$ cat src/rtl/imem_loader.sv
// Boot-time instruction memory loader: parses a 16-bit little-endian word count,
// assembles little-endian words from a byte stream and holds the core in reset until done.
module imem_loader #(
    parameter int unsigned WORDS = 64,
    parameter int unsigned WIDTH = 32
) (
    input  logic               clk,
    input  logic               rst_n,
    input  logic               start,
    input  logic               in_valid,
    input  logic [7:0]         in_data,
    output logic               in_ready,
    output logic               mem_we,
    output logic [WIDTH-3:0]   mem_addr,
    output logic [WIDTH-1:0]   mem_wdata,
    output logic               done,
    output logic               error,
    output logic               core_rst_n
);

    localparam int unsigned BYTES  = WIDTH / 8;
    localparam int unsigned IDX_W  = (BYTES > 1) ? $clog2(BYTES) : 1;
    localparam int unsigned ADDR_W = WIDTH - 2;
    localparam int unsigned CNT_W  = 16;

    localparam logic [IDX_W-1:0] LAST_IDX = IDX_W'(BYTES - 1);
    localparam logic [CNT_W:0]   WORDS_L  = (CNT_W + 1)'(WORDS);

    localparam logic [1:0] S_LEN0 = 2'd0;
    localparam logic [1:0] S_LEN1 = 2'd1;
    localparam logic [1:0] S_DATA = 2'd2;
    localparam logic [1:0] S_DONE = 2'd3;

    logic [1:0]        r_state;
    logic [CNT_W-1:0]  r_count;
    logic [CNT_W-1:0]  r_wcnt;
    logic [IDX_W-1:0]  r_idx;
    logic [WIDTH-1:0]  r_buf;
    logic              r_we;
    logic [ADDR_W-1:0] r_addr;
    logic [WIDTH-1:0]  r_wdata;
    logic              r_done;
    logic              r_error;
    logic              r_core_rst_n;

    logic [1:0]        w_state_nxt;
    logic [CNT_W-1:0]  w_count_nxt;
    logic [CNT_W-1:0]  w_wcnt_nxt;
    logic [IDX_W-1:0]  w_idx_nxt;
    logic [WIDTH-1:0]  w_buf_nxt;
    logic              w_we_nxt;
    logic [ADDR_W-1:0] w_addr_nxt;
    logic [WIDTH-1:0]  w_wdata_nxt;
    logic              w_done_nxt;
    logic              w_error_nxt;
    logic              w_core_rst_n_nxt;

    logic              w_xfer;
    logic [WIDTH-1:0]  w_word;
    logic [CNT_W-1:0]  w_cnt_full;
    logic [CNT_W-1:0]  w_wcnt_inc;
    logic              w_in_range;

    // Ready is the only combinational output: it must drop while rst_n is held low.
    assign in_ready = rst_n && (r_state != S_DONE);
    assign w_xfer   = in_valid && in_ready;

    assign mem_we     = r_we;
    assign mem_addr   = r_addr;
    assign mem_wdata  = r_wdata;
    assign done       = r_done;
    assign error      = r_error;
    assign core_rst_n = r_core_rst_n;

    // Next-state and datapath decode.
    always_comb begin
        w_state_nxt      = r_state;
        w_count_nxt      = r_count;
        w_wcnt_nxt       = r_wcnt;
        w_idx_nxt        = r_idx;
        w_buf_nxt        = r_buf;
        w_we_nxt         = 1'b0;
        w_addr_nxt       = r_addr;
        w_wdata_nxt      = r_wdata;
        w_done_nxt       = r_done;
        w_error_nxt      = r_error;
        w_core_rst_n_nxt = r_core_rst_n;

        w_cnt_full = {in_data, r_count[7:0]};
        w_wcnt_inc = r_wcnt + 16'd1;
        w_in_range = ({1'b0, r_wcnt} < WORDS_L);

        w_word = r_buf;
        for (int unsigned b = 0; b < BYTES; b++) begin
            if (r_idx == IDX_W'(b)) begin
                w_word[b*8 +: 8] = in_data;
            end
        end

        case (r_state)
            S_LEN0: begin
                if (w_xfer) begin
                    w_count_nxt[7:0] = in_data;
                    w_state_nxt      = S_LEN1;
                end
            end
            S_LEN1: begin
                if (w_xfer) begin
                    w_count_nxt = w_cnt_full;
                    w_idx_nxt   = '0;
                    w_wcnt_nxt  = '0;
                    if ({1'b0, w_cnt_full} > WORDS_L) begin
                        w_error_nxt = 1'b1;
                    end
                    if (w_cnt_full == '0) begin
                        w_state_nxt      = S_DONE;
                        w_done_nxt       = 1'b1;
                        w_core_rst_n_nxt = 1'b1;
                    end else begin
                        w_state_nxt = S_DATA;
                    end
                end
            end
            S_DATA: begin
                if (w_xfer) begin
                    w_buf_nxt = w_word;
                    if (r_idx == LAST_IDX) begin
                        w_idx_nxt  = '0;
                        w_wcnt_nxt = w_wcnt_inc;
                        // Out-of-range words are consumed but never reach memory.
                        if (w_in_range) begin
                            w_we_nxt    = 1'b1;
                            w_addr_nxt  = ADDR_W'(r_wcnt);
                            w_wdata_nxt = w_word;
                        end
                        if (w_wcnt_inc == r_count) begin
                            w_state_nxt      = S_DONE;
                            w_done_nxt       = 1'b1;
                            w_core_rst_n_nxt = 1'b1;
                        end
                    end else begin
                        w_idx_nxt = r_idx + IDX_W'(1);
                    end
                end
            end
            default: begin
                if (start) begin
                    w_state_nxt      = S_LEN0;
                    w_count_nxt      = '0;
                    w_done_nxt       = 1'b0;
                    w_core_rst_n_nxt = 1'b0;
                    w_error_nxt      = 1'b0;
                end
            end
        endcase
    end

    // State and output registers.
    always_ff @(posedge clk) begin
        if (!rst_n) begin
            r_state      <= S_LEN0;
            r_count      <= '0;
            r_wcnt       <= '0;
            r_idx        <= '0;
            r_buf        <= '0;
            r_we         <= 1'b0;
            r_addr       <= '0;
            r_wdata      <= '0;
            r_done       <= 1'b0;
            r_error      <= 1'b0;
            r_core_rst_n <= 1'b0;
        end else begin
            r_state      <= w_state_nxt;
            r_count      <= w_count_nxt;
            r_wcnt       <= w_wcnt_nxt;
            r_idx        <= w_idx_nxt;
            r_buf        <= w_buf_nxt;
            r_we         <= w_we_nxt;
            r_addr       <= w_addr_nxt;
            r_wdata      <= w_wdata_nxt;
            r_done       <= w_done_nxt;
            r_error      <= w_error_nxt;
            r_core_rst_n <= w_core_rst_n_nxt;
        end
    end

endmodule

$ cat config.mk
export PLATFORM = sky130hd
export DESIGN_NAME = imem_loader
export DESIGN_NICKNAME = d
export VERILOG_FILES = /design/src/rtl/imem_loader.sv
export SDC_FILE = /design/constraint.sdc
export NUM_CORES = 1
export LEC_CHECK = 0
export CAP_MARGIN = 20
export CORE_ASPECT_RATIO = 1.25
export CORE_UTILIZATION = 55
export DETAILED_ROUTE_END_ITERATION = 12
export PLACE_DENSITY_LB_ADDON = 0.1
export SLEW_MARGIN = 30
export SYNTH_ARGS = -nofsm -noshare
export SYNTH_HDL_FRONTEND = slang
export SYNTH_SLANG_ARGS = --single-unit
$ cat constraint.sdc
create_clock -name clk -period 3.15 [get_ports clk]
set_input_delay 0.315 -clock clk [delete_from_list [all_inputs] [get_ports clk]]
set_output_delay 0.315 -clock clk [all_outputs]
set_load 0.02 [all_outputs]
# == Word-level counts from Yosys, hierarchy flattened ==
# Index checks and enable logic that the tools add are counted.
# word_totals
ff_bits,119
latch_bits,0
mem_bits_rw,0
romBits,0
in_bits,12
out_inout_bits,67
wordCells,90
mem_count,0
# classes
n_addsub,2
mul,0
div_mod_pow,0
order_cmp,2
n_eq_ne,14
n_shift,0
muxes,36
bitwise,4
reduce_logical,21
# ops
operator,count
$mux W16,5
$mux W8,5
$pmux W16 S2,1
$pmux W8 S3,1
$reduce_and A4 Y1,5
$mux W2,9
$add A16 B1 Y16 const B,1
$eq A16 B16 Y1,1
$gt A16 B7 Y1 const B,1
$logic_not A16 Y1,1
$lt A16 B7 Y1 const B,1
$ne A2 B2 Y1 const B,8
$pmux W8 S2,1
$mux W1,10
$reduce_and A7 Y1,1
$eq A2 B2 Y1 const B,3
$pmux W2 S3,1
$reduce_and A3 Y1,2
$reduce_and A6 Y1,1
$reduce_bool A2 Y1,3
$eq A2 B1 Y1 const B,2
$logic_not A2 Y1,2
$not A1 Y1,4
$pmux W2 S2,1
other kinds (8),9

# == Depth between registers and ports, before layout ==
# logic_depth
ltp_word,6
ltp_mapped,10
ltp_nobuf,8

# == Least setup slack after synthesis ==
# Ideal clock, no wire load.
# synth_path
kind,flip-flop to flip-flop
from,register r_wcnt[1]
to,register r_state[0]
setup_time_ps,72
t_arrival_ps,2331
required_time_ps,3078
slack_ps,747
path_stages_with_launch,9
path_buffers,0
period_less_slack_ps,2403
cell_sequence,dfxtp_1 > ha_1 > nand3_4 > or4_4 > xnor2_2 > o2111ai_1 > o41ai_2 > and3_2 > mux2i_1
# synth_between
elab_chain_len,4
# synth_lines
item,line,rtl
start: declaration,36,logic [CNT_W-1:0] r_wcnt;
start signal: assignment,175,r_wcnt <= w_wcnt_nxt;
$add A16 B1 Y16,90,w_wcnt_inc = r_wcnt + 16'd1;
$eq A16 B16 Y1,136,if (w_wcnt_inc == r_count) begin
$ne A2 B2 Y1 (no source line),--,
$reduce_and A6 Y1 (no source line),--,
end signal: assignment,173,r_state <= w_state_nxt;
end: declaration,34,logic [1:0] r_state;
# Every way passes these cells.
# A chain may end at the register's enable or synchronous reset.

# == Final worst setup path ==
# layout_path
from,register r_wcnt[4]
to,register r_state[0]
# The elaborated chain is that of the path after synthesis.

==> flow_metrics.env <==
export IMPL_wire_per_inst_um=16.1
export IMPL_cp_num_buf_inv=0
export IMPL_cp_top_family="simple AND/OR/NAND/NOR gates"
export IMPL_synth_area_top_cells="dfxtp_1 (42%), mux2i_1 (12%), nand2_1 (6.5%)"
export IMPL_drive_gt1_share_pct=8.49
export IMPL_worst_pin_slew_ns=0.839
export IMPL_critical_path_class="register to register"
export IMPL_synth_top_area_share_pct=41.5
export IMPL_ant_nets=0
export IMPL_antenna_found_initial=0
export IMPL_finalHoldViolations=0
export IMPL_die_y_um=116
export IMPL_cts_buffer_depth=2
export IMPL_synth_simple_gate_area_share_pct=19.1
export IMPL_stdcell_count=812
export IMPL_status="finished clean"
export IMPL_hold_path_class="input pin to register"
export IMPL_hpwl_um=8630
export IMPL_rsz0062_at_grt="no"
export IMPL_htreeDepth=4
export IMPL_setup_viol_count_final=0
export IMPL_nNetsFinal=691
export IMPL_period_share_pct=93.5
export IMPL_grt_max_degree=98
export IMPL_cts_buffers_inserted=17
export IMPL_area_delta_synth_final_pct=20.4
export IMPL_async_reset_ff_share_pct=0
export IMPL_slowest_delay_ns=0.68
export IMPL_drt_iter0_drc=252
export IMPL_drv_cap=0
export IMPL_cp_start_kind="register"
export IMPL_cts_repair_resize_count=0
export IMPL_ys_flop_type="dfxtp_1"
export IMPL_synth_cells=633
export IMPL_synthAdderAreaFrac_pct=1.96
export IMPL_dp_cells=780
export IMPL_synth_xor_area_share_pct=3.79
export IMPL_tns_ns=0
export IMPL_min_period_ns=2.95
export IMPL_crit_path_top_delay_cell="nor4_1"
export IMPL_ys_seq_elements=119
export IMPL_vias=4561
export IMPL_hold_start="rst_n"
export IMPL_ir_drop_v=0.000433
export IMPL_track_usage_pct=25.4
export IMPL_multi_input_area_um2=3030
export IMPL_die_area_um2=10800
export IMPL_cp_end_kind="register"
export IMPL_fin_util_pct=68.4
export IMPL_cp_max_fo=13
export IMPL_critical_path_reg2reg_startpoint="r_wcnt[4]"
export IMPL_finalWirelength_um=13000
export IMPL_die_x_um=93.4
export IMPL_max_freq_ghz=0.339
export IMPL_avgSynthCellArea_um2=9.06
export IMPL_routed_via_density=5.62
export IMPL_netlist_area_um2=5740
export IMPL_required_ns=3.49
export IMPL_synth_top_family_by_area="simple AND/OR/NAND/NOR gates"
export IMPL_critPathArrivalTime_ns=3.29
export IMPL_final_cell_mix="dfxtp_1 (119), nand2_1 (99), mux2i_1 (71)"
export IMPL_clock_sinks=119
export IMPL_crit_chain="nand3_1, nor4_1, xnor2_1, nand4_1, o41ai_2, and3_2, mux2i_1"
export IMPL_synth_edf_count=0
export IMPL_gp_congestion=0.855
export IMPL_port_buffers=64
export IMPL_floorplan_io_pins=79
export IMPL_p_leak_nw=3.04
export IMPL_grt_ovfl_total=0
export IMPL_coreArea_um2=10100
export IMPL_postCtsSetupBuffers=0
export IMPL_rows=41
export IMPL_drc=0
export IMPL_slew_headroom_pct=44.1
export IMPL_cts_clk_slew_worst_paths_ns=0.05
export IMPL_maxSlewViolCount=0
export IMPL_start_util_pct=56.8
export IMPL_dr_pass1_iters=5
export IMPL_clock_latency_ns=0.41
export IMPL_ctsHoldBuffers=0
export IMPL_final_fill_count=782
export IMPL_fin_skew_ns=0.00698
export IMPL_cts_root_buf="clkbuf_16"
export IMPL_first_global_vias=4360
export IMPL_synth_top_area_cell="dfxtp_1"
export IMPL_yosysWarningCount=0
export IMPL_grt_pass1_wl_um=21200
export IMPL_synth_compound_area_share_pct=14.6
export IMPL_synthMuxAreaShare_pct=12.4
export IMPL_powerDensity_nw_per_um2=608
export IMPL_cts_tree="built"
export IMPL_mostFrequentLayoutCell="dfxtp_1"
export IMPL_critPathLaunch="r_wcnt[4]"
export IMPL_synth_cell_types=55
export IMPL_num_antenna_cells=0
export IMPL_final_seq_area_um2=2380
export IMPL_yosysSeqAreaShare_pct=41.5
==> cells in the mapped netlist, drive strengths merged, types with 3 or more instances <==
master	instances
clkbuf	35
nand2	99
mux2i	71
nor2	24
o31ai	6
and3	15
o211a	32
dfxtp	119
ha	9
xnor2	17
o21ai	25
nand3	22
inv	7
nor2b	27
and2	3
nor4	7
a21oi	5
buf	37
nor3	9
a21boi	22
xor2	7
nand4	7
o41ai	3
==> final timing paths <==
| path | cells past startpoint | end | slack, ns |
|---|---|---|---|
| min reg2reg | 2 | r_buf[28] | 0.47 |
| max reg2reg | 7 | r_state[0] | 0.20 |
| min | 4 | r_state[0] | 0.36 |
| max | 7 | r_state[0] | 0.20 |
==> worst register-to-register path: stages (launching register included) <==
cell     delay, ns
dfxtp_1       0.54
nand3_1       0.45
nor4_1        0.68
xnor2_1       0.18
nand4_1       0.13
o41ai_2       0.43
and3_2        0.29
mux2i_1       0.18
==> sequential cells by signal, indices dropped and copies added (netlist names) <==
name,cells
core_rst_n,1
error,1
mem_addr,16
mem_wdata,32
mem_we,1
r_buf,32
r_count,16
r_idx,2
r_state,2
r_wcnt,16
==> layer usage <==
metal / share of wire [%] / track usage (%)
met1: 43 / 29.8
met3: 4.6 / 5.01
met2: 49 / 43.6
met5: 0 / 0
met4: 3.5 / 13.8
==> cell families after synthesis <==
family	after synthesis
xor gates and xnor gates	24
other	1
buffers and inverters	79
DFF	119
AOI/OAI and AO/OA	108
and+or+nand+nor	222
adders and majority gates	9
muxes	71
==> layout make-up <==
type / count / share of cell area [%]
clock buffer: 18 / 6.36
sequential: 119 / 34.5
timing repair buffer: 77 / 10.8
clock inverter: 14 / 1.81
tap: 129 / 2.34
inverter: 7 / 0.380
multi-input combinational: 448 / 43.8
==> power breakdown <==
group | switching [mW] | leakage [nW] | total, mW | internal [mW]
clock | 0.712 | 0.273 | 1.82 | 1.11
combinational | 0.427 | 1.81 | 0.739 | 0.312
sequential | 0.0673 | 0.960 | 1.64 | 1.57
==> stage by stage <==
stage	power, mW	hold slack, ns	setup slack, ns	instance area [um2]
after floorplan	2.24	0.443	0.747	5790
after global placement	2.39	0.451	0.373	6340
after detailed placement	2.40	0.460	0.234	6340
after CTS	4.22	0.355	0.219	6910
after global routing	4.37	0.398	0.00173	6910
final	4.20	0.355	0.204	6910
(Power assumes the default switching activity.)
